--- src/rtl/dot_matrix_scroller.sv ---
// -----------------------------------------------------------------------------
// dot_matrix_scroller
//
// Column-scanning controller for a ROWS-tall LED dot matrix. Pixel columns come
// from a run-time writable glyph RAM of N_GLYPH glyphs x COLS columns. A scan
// divider steps the displayed column; a slower step divider moves the image
// origin (base) either a whole glyph at a time (page mode) or one column at a
// time (scroll mode).
//
// Build option:
//   DOT_SCROLL_EN  defined   -> page and scroll mode, selected by `mode`
//                  undefined -> page mode only, `mode` is ignored
//
// Ports:
//   clk      in   system clock
//   reset    in   asynchronous, active-low reset
//   en       in   display enable; low blanks row from the next column step
//   mode     in   0 = page mode, 1 = scroll mode (DOT_SCROLL_EN builds only)
//   pause    in   freezes base; column scanning continues
//   wr_en    in   glyph RAM write strobe
//   wr_addr  in   RAM word address {glyph, column}, AW bits
//   wr_data  in   column pixel pattern, bit i drives row i
//   row      out  registered row drive for the current column
//   col      out  registered current column index
//   wrap     out  one-cycle pulse when base returns to 0
// -----------------------------------------------------------------------------
module dot_matrix_scroller #(
  parameter int  ROWS     = 16,
  parameter int  COL_W    = 4,
  parameter int  N_GLYPH  = 4,
  parameter int  SCAN_DIV = 5000,
  parameter int  STEP_DIV = 25000000,
  localparam int GW       = $clog2(N_GLYPH),
  localparam int AW       = GW + COL_W
) (
  input  logic             clk,
  input  logic             reset,
  input  logic             en,
  input  logic             mode,
  input  logic             pause,
  input  logic             wr_en,
  input  logic [AW-1:0]    wr_addr,
  input  logic [ROWS-1:0]  wr_data,
  output logic [ROWS-1:0]  row,
  output logic [COL_W-1:0] col,
  output logic             wrap
);

  localparam int WORDS   = N_GLYPH << COL_W;
  localparam int SCAN_CW = (SCAN_DIV > 1) ? $clog2(SCAN_DIV) : 1;
  localparam int STEP_CW = (STEP_DIV > 1) ? $clog2(STEP_DIV) : 1;

  localparam logic [SCAN_CW-1:0] SCAN_LAST = SCAN_CW'(SCAN_DIV - 1);
  localparam logic [STEP_CW-1:0] STEP_LAST = STEP_CW'(STEP_DIV - 1);

  // ---------------------------------------------------------------------------
  // Glyph RAM: register array, combinational read.
  // ---------------------------------------------------------------------------
  logic [ROWS-1:0] ram [WORDS];

  // NOTE: the RAM has no reset on purpose; clearing a storage array costs a
  // reset fan-out to every bit and its contents are defined only by writes.
  always_ff @(posedge clk) begin
    if (wr_en) begin
      ram[wr_addr] <= wr_data;
    end
  end

  // ---------------------------------------------------------------------------
  // Dividers and tick generation
  // ---------------------------------------------------------------------------
  logic [SCAN_CW-1:0] scan_cnt;
  logic [STEP_CW-1:0] step_cnt;
  logic               scan_tick;
  logic               step_term;
  logic               step_tick;

  assign scan_tick = (scan_cnt == SCAN_LAST);
  assign step_term = (step_cnt == STEP_LAST);
  // The step divider free-runs through pause so the cadence of steps is
  // unchanged by a pause; only the tick itself is masked.
  assign step_tick = step_term && !pause;

  // ---------------------------------------------------------------------------
  // Next-column, read address and next-base computation
  // ---------------------------------------------------------------------------
  logic [AW-1:0]    base;
  logic [AW-1:0]    base_nxt;
  logic [AW-1:0]    rd_addr;
  logic [COL_W-1:0] col_nxt;
  logic [GW-1:0]    glyph_nxt;

  assign col_nxt   = col + COL_W'(1);
  // Read the column being stepped to, so row and col update together. The
  // adder wraps naturally at 2**AW, which makes scroll mode seamless.
  assign rd_addr   = base + {{GW{1'b0}}, col_nxt};
  // Dropping the column bits rounds an unaligned base down to its glyph.
  assign glyph_nxt = base[AW-1:COL_W] + GW'(1);

  // NOTE: every signal assigned in always_comb gets its default first, so no
  // path through the block can leave it unassigned and infer a latch.
  always_comb begin
    base_nxt = {glyph_nxt, {COL_W{1'b0}}};
`ifdef DOT_SCROLL_EN
    if (mode) begin
      base_nxt = base + AW'(1);
    end
`endif
  end

`ifndef DOT_SCROLL_EN
  // Page-only build: mode has no function.
  logic unused_mode;
  assign unused_mode = mode;
`endif

  // ---------------------------------------------------------------------------
  // State registers
  // ---------------------------------------------------------------------------
  // NOTE: sequential state uses non-blocking assignments so every register
  // samples pre-edge values; in particular the row load below sees the old
  // base when scan_tick and step_tick coincide.
  always_ff @(posedge clk or negedge reset) begin
    if (!reset) begin
      scan_cnt <= '0;
      step_cnt <= '0;
      col      <= '0;
      row      <= '0;
      base     <= '0;
      wrap     <= 1'b0;
    end else begin
      scan_cnt <= scan_tick ? '0 : scan_cnt + SCAN_CW'(1);
      step_cnt <= step_term ? '0 : step_cnt + STEP_CW'(1);
      wrap     <= 1'b0;

      if (scan_tick) begin
        col <= col_nxt;
        // A write to rd_addr on this same edge is not yet visible here, so
        // the old word is displayed until the next visit.
        row <= en ? ram[rd_addr] : '0;
      end

      if (step_tick) begin
        base <= base_nxt;
        wrap <= (base_nxt == '0);
      end
    end
  end

endmodule
--- config.mk ---
export PLATFORM = sky130hd
export DESIGN_NAME = dot_matrix_scroller
export DESIGN_NICKNAME = d
export VERILOG_FILES = /design/src/rtl/dot_matrix_scroller.sv
export SDC_FILE = /design/constraint.sdc
export NUM_CORES = 1
export LEC_CHECK = 0
export ABC_AREA = 1
export BUFFER_PORTS_ARGS = -buffer_cell sky130_fd_sc_hd__buf_2
export CORE_MARGIN = 3
export CORE_UTILIZATION = 38
export DETAILED_ROUTE_END_ITERATION = 8
export GPL_TIMING_DRIVEN = 0
export HOLD_SLACK_MARGIN = 0.12
export PLACE_DENSITY = 0.5
export SYNTH_ARGS = -nofsm -noshare
export SYNTH_HDL_FRONTEND = slang
export SYNTH_SLANG_ARGS = --single-unit
--- constraint.sdc ---
create_clock -name clk -period 3.7 [get_ports clk]
set_input_delay 0.74 -clock clk [delete_from_list [all_inputs] [get_ports clk]]
set_output_delay 0.74 -clock clk [all_outputs]
set_load 0.02 [all_outputs]
==> metrics.md <==
| Metric | Value |
|---|---|
| Max clock buf depth | `3` |
| Max-cap viol count | `0` |
| Tcrit/Tclk final | `92.6%` |
| First-pass GRT wire length | `roughly 210 mm` |
| Power per cell area | `485 nW/um^2` |
| Final #Nets | `4,132` |
| Area delta synth->final | `16.0%` |
| Total CTS buffers | `115` |
| Synth Area in Compound Gates | `less than 1%` |
| Worst-path clk slew | `0.06 ns` |
| Top-count cell post-synth | `nand2_1` |
| Setup TNS | `0 ns` |
| Core area | `roughly 120,000 um^2` |
| Drt wl/cell | `26.7 um` |
| Detailed Route WL | `152 mm` |
| Initial drt markers | `3,384` |
| Leak | `0.0189 uW` |
| Main combinational cell family by area after synthesis | `simple AND/OR/NAND/NOR gates` |
| Slew @ Worst Pin | `approximately 1.0 ns` |
| DP HPWL | `approximately 110 mm` |
| Crit Path Max Fanout | `10` |
| Relative slew margins | `31.3%` |
| Syn_nets | `3,894` |
| Horiz. Die Dim | `348 um` |
| GRT Total Usage | `24.8%` |
| Skew-Pair Late Insertion Delay | `0.72 ns` |
| Setup CP Type | `reg2reg` |
| Simple-gate area share of the yosys netlist | `23.4%` |
| Dominant cell type by area after synthesis | `edfxtp_1` |
| Mapped Cells | `3,862` |
| Initial DRT Pass Iterations | `6` |
| Layout cells sized above 1 | `13.1%` |
| Dpl cell area | `a little under 50,000 um^2` |
| Worst Path Arrival | `4.01 ns` |
| CTS tree | `yes` |
| Synth Register Bits | `1,085` |
| Final ANT Viol Nets | `0` |
| Worst hold path class | `in2async` |
| Routed vias/inst | `about 5.4` |
| Synth top cells by count | `nand2_1 (1,402), edfxtp_1 (1,024), nand3_1 (882)` |
| GRT overflow | `0` |
| I/O pins | `49` |
| Synth Warn # | `0` |
| # DRC | `0` |
| Synth Area in XOR/XNOR | `0.390%` |
| Via count | `approximately 31,000` |
| Final hold vios | `0` |
| Number of enable flip-flop cells after synthesis | `1,024` |
| Syn Area/Cell | `11.5 um^2` |
| Setup crit start kind | `flip-flop` |
| Final setup fails | `0` |
| Largest cells by area after synthesis | `edfxtp_1 (69%), nand2_1 (12%), nand3_1 (9.9%)` |
| Clk sinks | `about 1,100` |
| Netlist cell types | `32` |
| Final Instance Area | `between 50,000 and 60,000 um^2` |
| Fill cells | `10,663` |
| Die area | `121,000 um^2` |
| Status | `complete, no violations` |
| Worst EP required | `4.28 ns` |
| PortBufs | `43` |
| Sequential area share after synthesis | `~72%` |
| Crit. End Element | `flip-flop` |
| Gpl congestion | `just over 0.9` |
| VDD IR max | `442 uV` |
| Post-Syn Area | `approximately 45,000 um^2` |
| Final slew viol count | `0` |
| RSZ-0062 raised after global routing | `no` |
| Fin crit period | `3.43 ns` |
| Post-synth top area share | `69.0%` |
| R2R depth | `14` |
| Post-synthesis mux area share | `0%` |
| Die Height | `348 um` |
| H-tree depth | `3` |
| Initial antenna violation count | `6` |
| Asr flop ratio synth | `5.62%` |
| Initial Utilization | `between 30 and 40%` |
| Setup Skew | `0.0392 ns` |
| Post-CTS Setup Inserts | `0` |
| Ys flop type | `edfxtp_1` |
| Largest net degree at the start of global routing | `65` |
| # rows | `124` |
| Fmax | `292 MHz` |
| Synth Area in Adders | `0.112%` |
| Root Buffer | `clkbuf_16` |
| Quantity of gates resized following cts | `0` |
| Vias in the first global route | `28,496` |
registers in the layout, indices dropped and copies added, names as in the netlist:
register and count:
step_cnt 25, scan_cnt 13, base 2, wrap 1
ram 1024, row 16, col 4
worst paths after layout:
path,from,endpoint,slack [ns]
worst max-delay path,col[1],row[9],0.27
worst min-delay path,reset,row[3],0.39
worst max register to register,col[1],row[9],0.27
worst min register to register,row[2],row[2],0.47
max in group asynchronous,reset,row[14],2.76
min in group clk,pause,base[4],0.39
metal layers:
| layer | GRT usage, % | up-vias | wire (um) |
|---|---|---|---|
| li1 | - | 13980 | - |
| met1 | 35.3 | 15118 | 66200 |
| met2 | 38.6 | 1224 | 68700 |
| met3 | 4.51 | 237 | 12000 |
| met4 | 7.99 | 0 | 5480 |
| met5 | 0 | - | 0 |
where the power goes:
| part | switching (uW) | internal [uW] | total [uW] |
|---|---|---|---|
| registers | 17.4 | 13500 | 13500 |
| logic | 425 | 88.1 | 514 |
| clock network | 4810 | 6190 | 11000 |
final cells by class:
cell class | count | area (um^2) | share of cell area, %
diodes | 5 | 12.5 | 0.0242
plain buffers | 230 | 1250 | 2.42
clock buffers | 148 | 3080 | 5.97
clock inverters | 61 | 439 | 0.850
inverters | 65 | 246 | 0.477
multi-input cells | 2482 | 11000 | 21.2
flip-flops and latches | 1085 | 32300 | 62.5
well taps | 1512 | 1890 | 3.66
repair buffers | 121 | 1500 | 2.91
cells in the final DEF (no fill, tap or decap), types with 6 or more instances in the layout:
master,instances
buf_12,6
buf_16,14
buf_8,39
buf_1,10
nand2_1,1402
nor2_2,58
clkinv_2,21
nor2_1,36
clkbuf_16,117
nor3_1,14
dfrtp_1,61
buf_2,172
nor4_1,9
o21ai_0,11
nor4_2,9
buf_4,78
a21oi_1,7
clkinv_1,27
inv_1,61
clkbuf_1,51
buf_6,7
edfxtp_1,1024
xor2_1,14
nand3_1,882
nand4_1,21
per-stage QoR:
| stage | std cells | setup slack, ns | total power (uW) | hold WS, ns | utilization (%) |
|---|---|---|---|---|---|
| final | 5709 | 0.273 | 25000 | 0.386 | 44.8 |
| after global routing | 5704 | 0.268 | 25700 | 0.369 | 44.8 |
| after CTS | 5704 | 0.346 | 25200 | 0.334 | 44.8 |
| after detailed placement | 5494 | 0.0687 | 14300 | 0.462 | 41.7 |
| after global placement | 5417 | -1.62 | 14300 | 0.460 | 40.5 |
| after floorplan | 3862 | 0.406 | 13900 | 0.444 | - |
worst max-delay path: stages (launching register included):
cell     delay, ns
dfrtp_1       0.51
ha_1          0.29
buf_2         0.18
inv_2         0.13
buf_2         0.48
buf_2         0.39
nand3_1       0.18
nand3_1       0.14
nand2_1       0.19
nand2_1       0.16
nand3_1       0.16
nand3_1       0.12
nand2_1       0.06
nand2_1       0.19
nand2_1       0.08
logic make-up after synthesis:
logic type	count (synthesis)
compound gates	21
xor+xnor	19
fa+ha+maj	4
buf+inv	295
flops	1085
simple gates	2438
what timing repair did:
action | CTS | global route
endpoints found under the setup margin | 0 | 0
hold buffers | 1 | 0
endpoints found under the hold margin | 61 | 0
Note: power is estimated with default switching activity, not from simulation.
